==> src/rtl/sm_step_shaper.sv <==
// -----------------------------------------------------------------------------
// sm_step_shaper
//
// This is the output stage between TR_pulse and the external stepper-motor
// driver IC. It converts raw step requests into driver-pin waveforms that meet
// the driver's timing limits: enable settle time, direction setup time, and
// minimum step high and low times. It also keeps a signed count of the motor
// position and counts step requests that were dropped because the stage was
// still busy with the previous step.
//
// Optional feature: define SM_SOFT_LIMIT_EN to add soft position limits.
// This adds the inputs pos_lim_lo and pos_lim_hi and the output limit_hit.
// When a request would move the position beyond a limit, it is rejected in
// READY and limit_hit pulses for one cycle.
//
// Ports
//   clk            in   system clock
//   rst            in   asynchronous reset, active-low
//   drv_step       in   step request; each rising edge is one request
//   drv_dir        in   requested direction (1 = +1, 0 = -1)
//   drv_enable_SM  in   motor enable
//   pos_clr        in   synchronous clear of position (wins over a step)
//   pos_lim_lo     in   lower soft limit, signed     (SM_SOFT_LIMIT_EN only)
//   pos_lim_hi     in   upper soft limit, signed     (SM_SOFT_LIMIT_EN only)
//   limit_hit      out  1-cycle pulse on limit reject (SM_SOFT_LIMIT_EN only)
//   sm_step        out  step pin to driver
//   sm_dir         out  direction pin to driver
//   sm_en_n        out  driver enable, active-low
//   position       out  signed position, wraps modulo 2^POS_W
//   busy           out  high in DIR_SETUP / STEP_HI / STEP_LO
//   step_missed    out  1-cycle pulse when an enabled request is dropped
//   missed_cnt     out  dropped-request count, saturating at 255
// -----------------------------------------------------------------------------
module sm_step_shaper #(
  parameter int T_ENA_SETUP = 250,
  parameter int T_DIR_SETUP = 25,
  parameter int T_STEP_HIGH = 100,
  parameter int T_STEP_LOW  = 100,
  parameter int POS_W       = 24
) (
  input  logic                    clk,
  input  logic                    rst,
  input  logic                    drv_step,
  input  logic                    drv_dir,
  input  logic                    drv_enable_SM,
  input  logic                    pos_clr,
`ifdef SM_SOFT_LIMIT_EN
  input  logic signed [POS_W-1:0] pos_lim_lo,
  input  logic signed [POS_W-1:0] pos_lim_hi,
  output logic                    limit_hit,
`endif
  output logic                    sm_step,
  output logic                    sm_dir,
  output logic                    sm_en_n,
  output logic signed [POS_W-1:0] position,
  output logic                    busy,
  output logic                    step_missed,
  output logic [7:0]              missed_cnt
);

  typedef enum logic [2:0] {
    S_DISABLED,
    S_ENA_WAIT,
    S_READY,
    S_DIR_SETUP,
    S_STEP_HI,
    S_STEP_LO
  } state_t;

  // Each timer is loaded with T-1 and the state is left when the timer reads 0.
  // As a result, the state lasts exactly T cycles.
  localparam logic [15:0] ENA_LOAD = 16'(T_ENA_SETUP - 1);
  localparam logic [15:0] DIR_LOAD = 16'(T_DIR_SETUP - 1);
  localparam logic [15:0] HI_LOAD  = 16'(T_STEP_HIGH - 1);
  localparam logic [15:0] LO_LOAD  = 16'(T_STEP_LOW - 1);

  localparam logic signed [POS_W-1:0] POS_PLUS_ONE  = {{(POS_W-1){1'b0}}, 1'b1};
  localparam logic signed [POS_W-1:0] POS_MINUS_ONE = {POS_W{1'b1}};

  state_t      state;
  logic [15:0] timer;
  logic        drv_step_d;

  logic req;
  logic not_ready;
  logic limit_block;
  logic accept;
  logic missed;
  logic timer_done;
  logic pos_inc;

  assign req        = drv_step & ~drv_step_d;
  assign timer_done = (timer == 16'd0);

  // These are the enabled, non-DISABLED, non-READY states. In these states a
  // request is dropped and counted.
  assign not_ready = (state == S_ENA_WAIT) || (state == S_DIR_SETUP) ||
                     (state == S_STEP_HI)  || (state == S_STEP_LO);

`ifdef SM_SOFT_LIMIT_EN
  assign limit_block = ( drv_dir && (position >= pos_lim_hi)) ||
                       (!drv_dir && (position <= pos_lim_lo));
`else
  assign limit_block = 1'b0;
`endif

  assign accept = drv_enable_SM && req && (state == S_READY) && !limit_block;
  assign missed = drv_enable_SM && req && not_ready;

  // The position moves on the same edge where sm_step rises. This happens in
  // two cases:
  //   - an accepted request with an unchanged direction, or
  //   - the end of direction setup.
  // In both cases sm_dir already holds the direction of travel.
  assign pos_inc = (accept && (drv_dir == sm_dir)) ||
                   (drv_enable_SM && (state == S_DIR_SETUP) && timer_done);

  always_ff @(posedge clk or negedge rst) begin
    if (!rst) begin
      drv_step_d <= 1'b0;
    end else begin
      drv_step_d <= drv_step;
    end
  end

  always_ff @(posedge clk or negedge rst) begin
    if (!rst) begin
      state   <= S_DISABLED;
      timer   <= 16'd0;
      sm_step <= 1'b0;
      sm_dir  <= 1'b0;
      sm_en_n <= 1'b1;
      busy    <= 1'b0;
`ifdef SM_SOFT_LIMIT_EN
      limit_hit <= 1'b0;
`endif
    end else begin
`ifdef SM_SOFT_LIMIT_EN
      limit_hit <= 1'b0;
`endif
      if (!drv_enable_SM) begin
        // Losing the enable aborts any step in progress. sm_dir is kept so
        // that the next request compares against what the driver last saw.
        state   <= S_DISABLED;
        timer   <= 16'd0;
        sm_step <= 1'b0;
        sm_en_n <= 1'b1;
        busy    <= 1'b0;
      end else begin
        case (state)
          S_DISABLED: begin
            state   <= S_ENA_WAIT;
            sm_en_n <= 1'b0;
            timer   <= ENA_LOAD;
          end
          S_ENA_WAIT: begin
            if (timer_done) state <= S_READY;
            else            timer <= timer - 16'd1;
          end
          S_READY: begin
            if (req) begin
              if (limit_block) begin
`ifdef SM_SOFT_LIMIT_EN
                limit_hit <= 1'b1;
`endif
              end else if (drv_dir == sm_dir) begin
                state   <= S_STEP_HI;
                sm_step <= 1'b1;
                busy    <= 1'b1;
                timer   <= HI_LOAD;
              end else begin
                state  <= S_DIR_SETUP;
                sm_dir <= drv_dir;
                busy   <= 1'b1;
                timer  <= DIR_LOAD;
              end
            end
          end
          S_DIR_SETUP: begin
            if (timer_done) begin
              state   <= S_STEP_HI;
              sm_step <= 1'b1;
              timer   <= HI_LOAD;
            end else begin
              timer <= timer - 16'd1;
            end
          end
          S_STEP_HI: begin
            if (timer_done) begin
              state   <= S_STEP_LO;
              sm_step <= 1'b0;
              timer   <= LO_LOAD;
            end else begin
              timer <= timer - 16'd1;
            end
          end
          S_STEP_LO: begin
            if (timer_done) begin
              state <= S_READY;
              busy  <= 1'b0;
            end else begin
              timer <= timer - 16'd1;
            end
          end
          default: begin
            state   <= S_DISABLED;
            timer   <= 16'd0;
            sm_step <= 1'b0;
            sm_en_n <= 1'b1;
            busy    <= 1'b0;
          end
        endcase
      end
    end
  end

  // Position counter. A clear takes priority over a simultaneous step.
  always_ff @(posedge clk or negedge rst) begin
    if (!rst) begin
      position <= '0;
    end else if (pos_clr) begin
      position <= '0;
    end else if (pos_inc) begin
      position <= position + (sm_dir ? POS_PLUS_ONE : POS_MINUS_ONE);
    end
  end

  // Dropped-request reporting.
  always_ff @(posedge clk or negedge rst) begin
    if (!rst) begin
      step_missed <= 1'b0;
      missed_cnt  <= 8'd0;
    end else begin
      step_missed <= missed;
      if (missed && (missed_cnt != 8'hFF)) begin
        missed_cnt <= missed_cnt + 8'd1;
      end
    end
  end

endmodule

==> config.mk <==
export PLATFORM = sky130hd
export DESIGN_NAME = sm_step_shaper
export DESIGN_NICKNAME = d
export VERILOG_FILES = /design/src/rtl/sm_step_shaper.sv
export SDC_FILE = /design/constraint.sdc
export NUM_CORES = 1
export LEC_CHECK = 0
export BUFFER_PORTS_ARGS = -buffer_cell sky130_fd_sc_hd__buf_2
export CORE_ASPECT_RATIO = 1.25
export CORE_MARGIN = 1.5
export CORE_UTILIZATION = 45
export DETAILED_ROUTE_END_ITERATION = 6
export SYNTH_ARGS = -nofsm -noshare
export SYNTH_HDL_FRONTEND = slang
export SYNTH_SLANG_ARGS = --single-unit
==> constraint.sdc <==
create_clock -name clk -period 3.6 [get_ports clk]
set_clock_uncertainty 0.15 [all_clocks]
set_input_delay 0.18 -clock clk [delete_from_list [all_inputs] [get_ports clk]]
set_output_delay 0.18 -clock clk [all_outputs]
set_load 0.01 [all_outputs]
==> summary.txt <==
Status
  • Status: finished clean

Worst setup path
  • Startpoint types: flip-flop
  • Worst endpoint required time: 3.67 ns
  • Crit Reg-Reg Endpoint: position[23]
  • Worst R2R Start: sm_dir
  • Max stage delay on crit path: 0.59 ns
  • Crit-path cells: clkinvlp_4, buf_4, buf_4, ha_1, a21oi_1, o211ai_1, a31o_2, a21oi_1, nor3_1, nor3_1, nand3_1
  • Path depth of the worst reg2reg path: 11
  • Buf/Inv on CP: 3
  • Slowest-stage cell, CP: dfrtp_1
  • Arrival time of the worst setup path: 3.38 ns
  • Critical path type: flip-flop to flip-flop
  • CP delay by family, top: compound AO/OA/AOI/OAI gates
  • Critical path launch point: sm_dir
  • R2r setup slk: 0.29 ns
  • Worst setup EP type: flip-flop
  • CP Max Fanout: 9

Power
  • Pwr dens: 355 nW/µm²
  • Max IR drop VDD: 0.000259 V
  • Leak: 0.00222 µW

Detailed routing
  • WL final: 10.2 mm
  • DRC: 0
  • Met2 wire length: 5.28 mm
  • DRT Pass-1 Iters: 5
  • Vias: 3818
  • Initial DRC Count: 172
  • Via/cell ratio: 5.70
  • Top layer in use: met4
  • M1 WL: 4.33 mm
  • Avg WL per Cell: 15.2 µm
  • Routed wl met3: 371 µm
  • Post-route ant nets: 0

Logic synthesis
  • Post-Synth Adder-Cell Area: 0.0788
  • Synth Area in Compound Gates: 0.245
  • FF+latch count, synth: 57
  • Sequential share of the synthesized area: 0.351
  • Synth cell types: 59
  • Main combinational cell family by area after synthesis: compound AO/OA/AOI/OAI gates
  • Syn_nets: 531
  • EDFF count, synth: 0
  • Synth warnings: 0
  • Top_reg_cell synth: dfrtp_1
  • Asr flop ratio synth: 1.00
  • XOR/XNOR Fraction of Synth Area: 0.0560
  • Cell Area, Synth: 4070 µm²
  • Syn Area/Cell: 8.13 µm²
  • Post-synthesis simple-gate area fraction: 0.220
  • Mux cell area share after synthesis: 0.00831
  • Cells after Synth: 500

Die
  • Die footprint: 9620 µm²
  • Cell Rows: 38
  • Core ar.: 8750 µm²
  • Die Wd: 88.0 µm
  • Initial core utilization: 0.465
  • Die height: 109 µm
  • IO Pins: 43

Finish
  • Commonest non-fill, non-tap cells in the layout: 66 x nand2_1, 56 x dfrtp_1, 52 x a21oi_1
  • Fill count: 876
  • Diodes inserted: 0
  • Final Core Density: 0.532
  • Final #Nets: 576
  • Finished Layout Cells: 670
  • Area grow syn2layout: 14.4%
  • Share of cells above drive strength 1: 0.147
  • Commonest non-fill, non-tap cell in the layout: nand2_1
  • Multi-input combinational cell area: 2470 µm²
  • Register area: 1430 µm²

Job
  • Maxcap violations: 0

GRT
  • First-pass GRT wire length: 17.2 mm
  • Number of global-route vias before repair: 3675
  • Initial antenna violation count: 0
  • Largest net degree at the start of global routing: 43
  • Total GRT Usage: 0.228
  • Total gr overflow: 0

Clock tree
  • Root buf cell: clkbuf_8
  • CTS Buf Count: 9
  • Clock buffer depth: 2
  • CTS sink count: 57
  • CTS tree: yes
  • Clk_lat worst skew: 0.34 ns
  • H-tree levels: 3
  • Worst-path clk slew: 0.07 ns

Min path
  • Worst min path class: input pin to flip-flop
  • Hold Crit Start: pos_clr
  • Hold EP: position[0]
  • Min-Delay Path Depth: 2

STA
  • Relative slew margins: 0.352
  • Slack of the critical path: 0.287 ns
  • Max-slew violations: 0
  • Final setup viols: 0
  • Post-route setup TNS: 0 ns
  • Peak Freq: 302 MHz
  • Period minus WS final: 3.31 ns
  • RSZ-0062 raised after global routing: false
  • Worst slew pin tran: 0.972 ns
  • Period utilization: 0.920
  • Final hold viol count: 0

Placed design
  • Worst slack, placed: 0.269 ns
  • IO Port Bufs: 42
  • GPL Wtd Cong: 0.927
  • # placed instances: 647
  • DP HPWL: 7.38 mm
layer usage:
| metal | vias to the layer above | global-route usage |
|---|---|---|
| li1 | 1891 | - |
| met1 | 1827 | 0.278 |
| met2 | 79 | 0.385 |
| met3 | 21 | 0.0416 |
| met4 | 0 | 0.107 |
| met5 | - | 0 |
cells by family after synthesis:
| logic type | Yosys count |
|---|---|
| multiplexers | 3 |
| adder cells (fa/ha/maj) | 25 |
| AND/OR/NAND/NOR | 183 |
| buffers and inverters | 40 |
| AO/OA/AOI/OAI | 166 |
| flip-flops | 57 |
| XOR/XNOR | 26 |
area by class of cell:
type                       count  share of cell area
tap                          120              0.0323
sequential                    57               0.307
clock buffer                  11              0.0304
clock inverter                 5              0.0118
timing repair buffer          58              0.0732
multi-input combinational    403               0.532
inverter                      16              0.0137
how the worst max path moves through the flow:
stage	to	slack (ns)	cells past startpoint
6_report	position[23]	0.29	11
2_1_floorplan	position[18]	0.55	10
3_5_place_dp	position[23]	0.27	10
5_1_grt	position[23]	0.12	11
3_3_place_gp	position[23]	0.37	10
4_1_cts	position[23]	0.25	10
report_power, final:
part | internal [µW] | switching (µW) | leakage [µW] | total [µW]
Sequential | 683 | 53.1 | 0.000771 | 736
Clock | 336 | 278 | 0.0000953 | 614
Combinational | 120 | 181 | 0.00135 | 301
Total | 1140 | 512 | 0.00222 | 1650
synth_stat cells (all sizes together), types with 2 or more instances:
cell    instances  share of area
nor2           44          0.041
a31oi           5         0.0077
a41oi           3         0.0065
nand3b          4         0.0074
buf             7          0.010
nand4b          3         0.0065
a21o           12          0.022
mux2            3         0.0083
nand4           3         0.0046
clkbuf         17          0.016
a211o           2         0.0043
or3             3         0.0046
nand2          66          0.061
xnor2          14          0.030
nor4            5          0.011
nor2b           5         0.0077
and2            4         0.0062
o21a            4         0.0074
o21ai          53          0.065
dfrtp          56           0.34
and3            3         0.0046
a211oi          6          0.011
inv            16          0.015
nor3b           5          0.010
o211ai          6          0.011
ha             24          0.074
o31ai           5         0.0092
nand2b          8          0.012
xor2           12          0.026
or4             2         0.0046
o22ai           4         0.0062
nor3           15          0.021
nand3          12          0.015
a21oi          53          0.066
per-stage QoR:
| stage | power (µW) | cell area [µm²] | hold WS (ns) |
|---|---|---|---|
| floorplan | 946 | 4070 | -0.266 |
| global placement | 1040 | 4390 | 0.163 |
| detailed placement | 1040 | 4390 | 0.167 |
| CTS | 1660 | 4620 | 0.124 |
| global route | 1740 | 4650 | 0.181 |
| finish | 1650 | 4650 | 0.137 |
state kept, by name (all words and copies together), names as in the netlist, 3 cells and up:
name and flops:
position 24, missed_cnt 8, timer 16, state 3
timing repair:
| item | 4_1_cts | 5_1_grt |
|---|---|---|
| hold buffers | 4 | 0 |
| gates resized for setup | 0 | 1 |
| endpoints found under the setup margin | 0 | 1 |
| endpoints found under the hold margin | 44 | 0 |
| setup buffers | 0 | 3 |
Power figures use the tool's default switching activity.
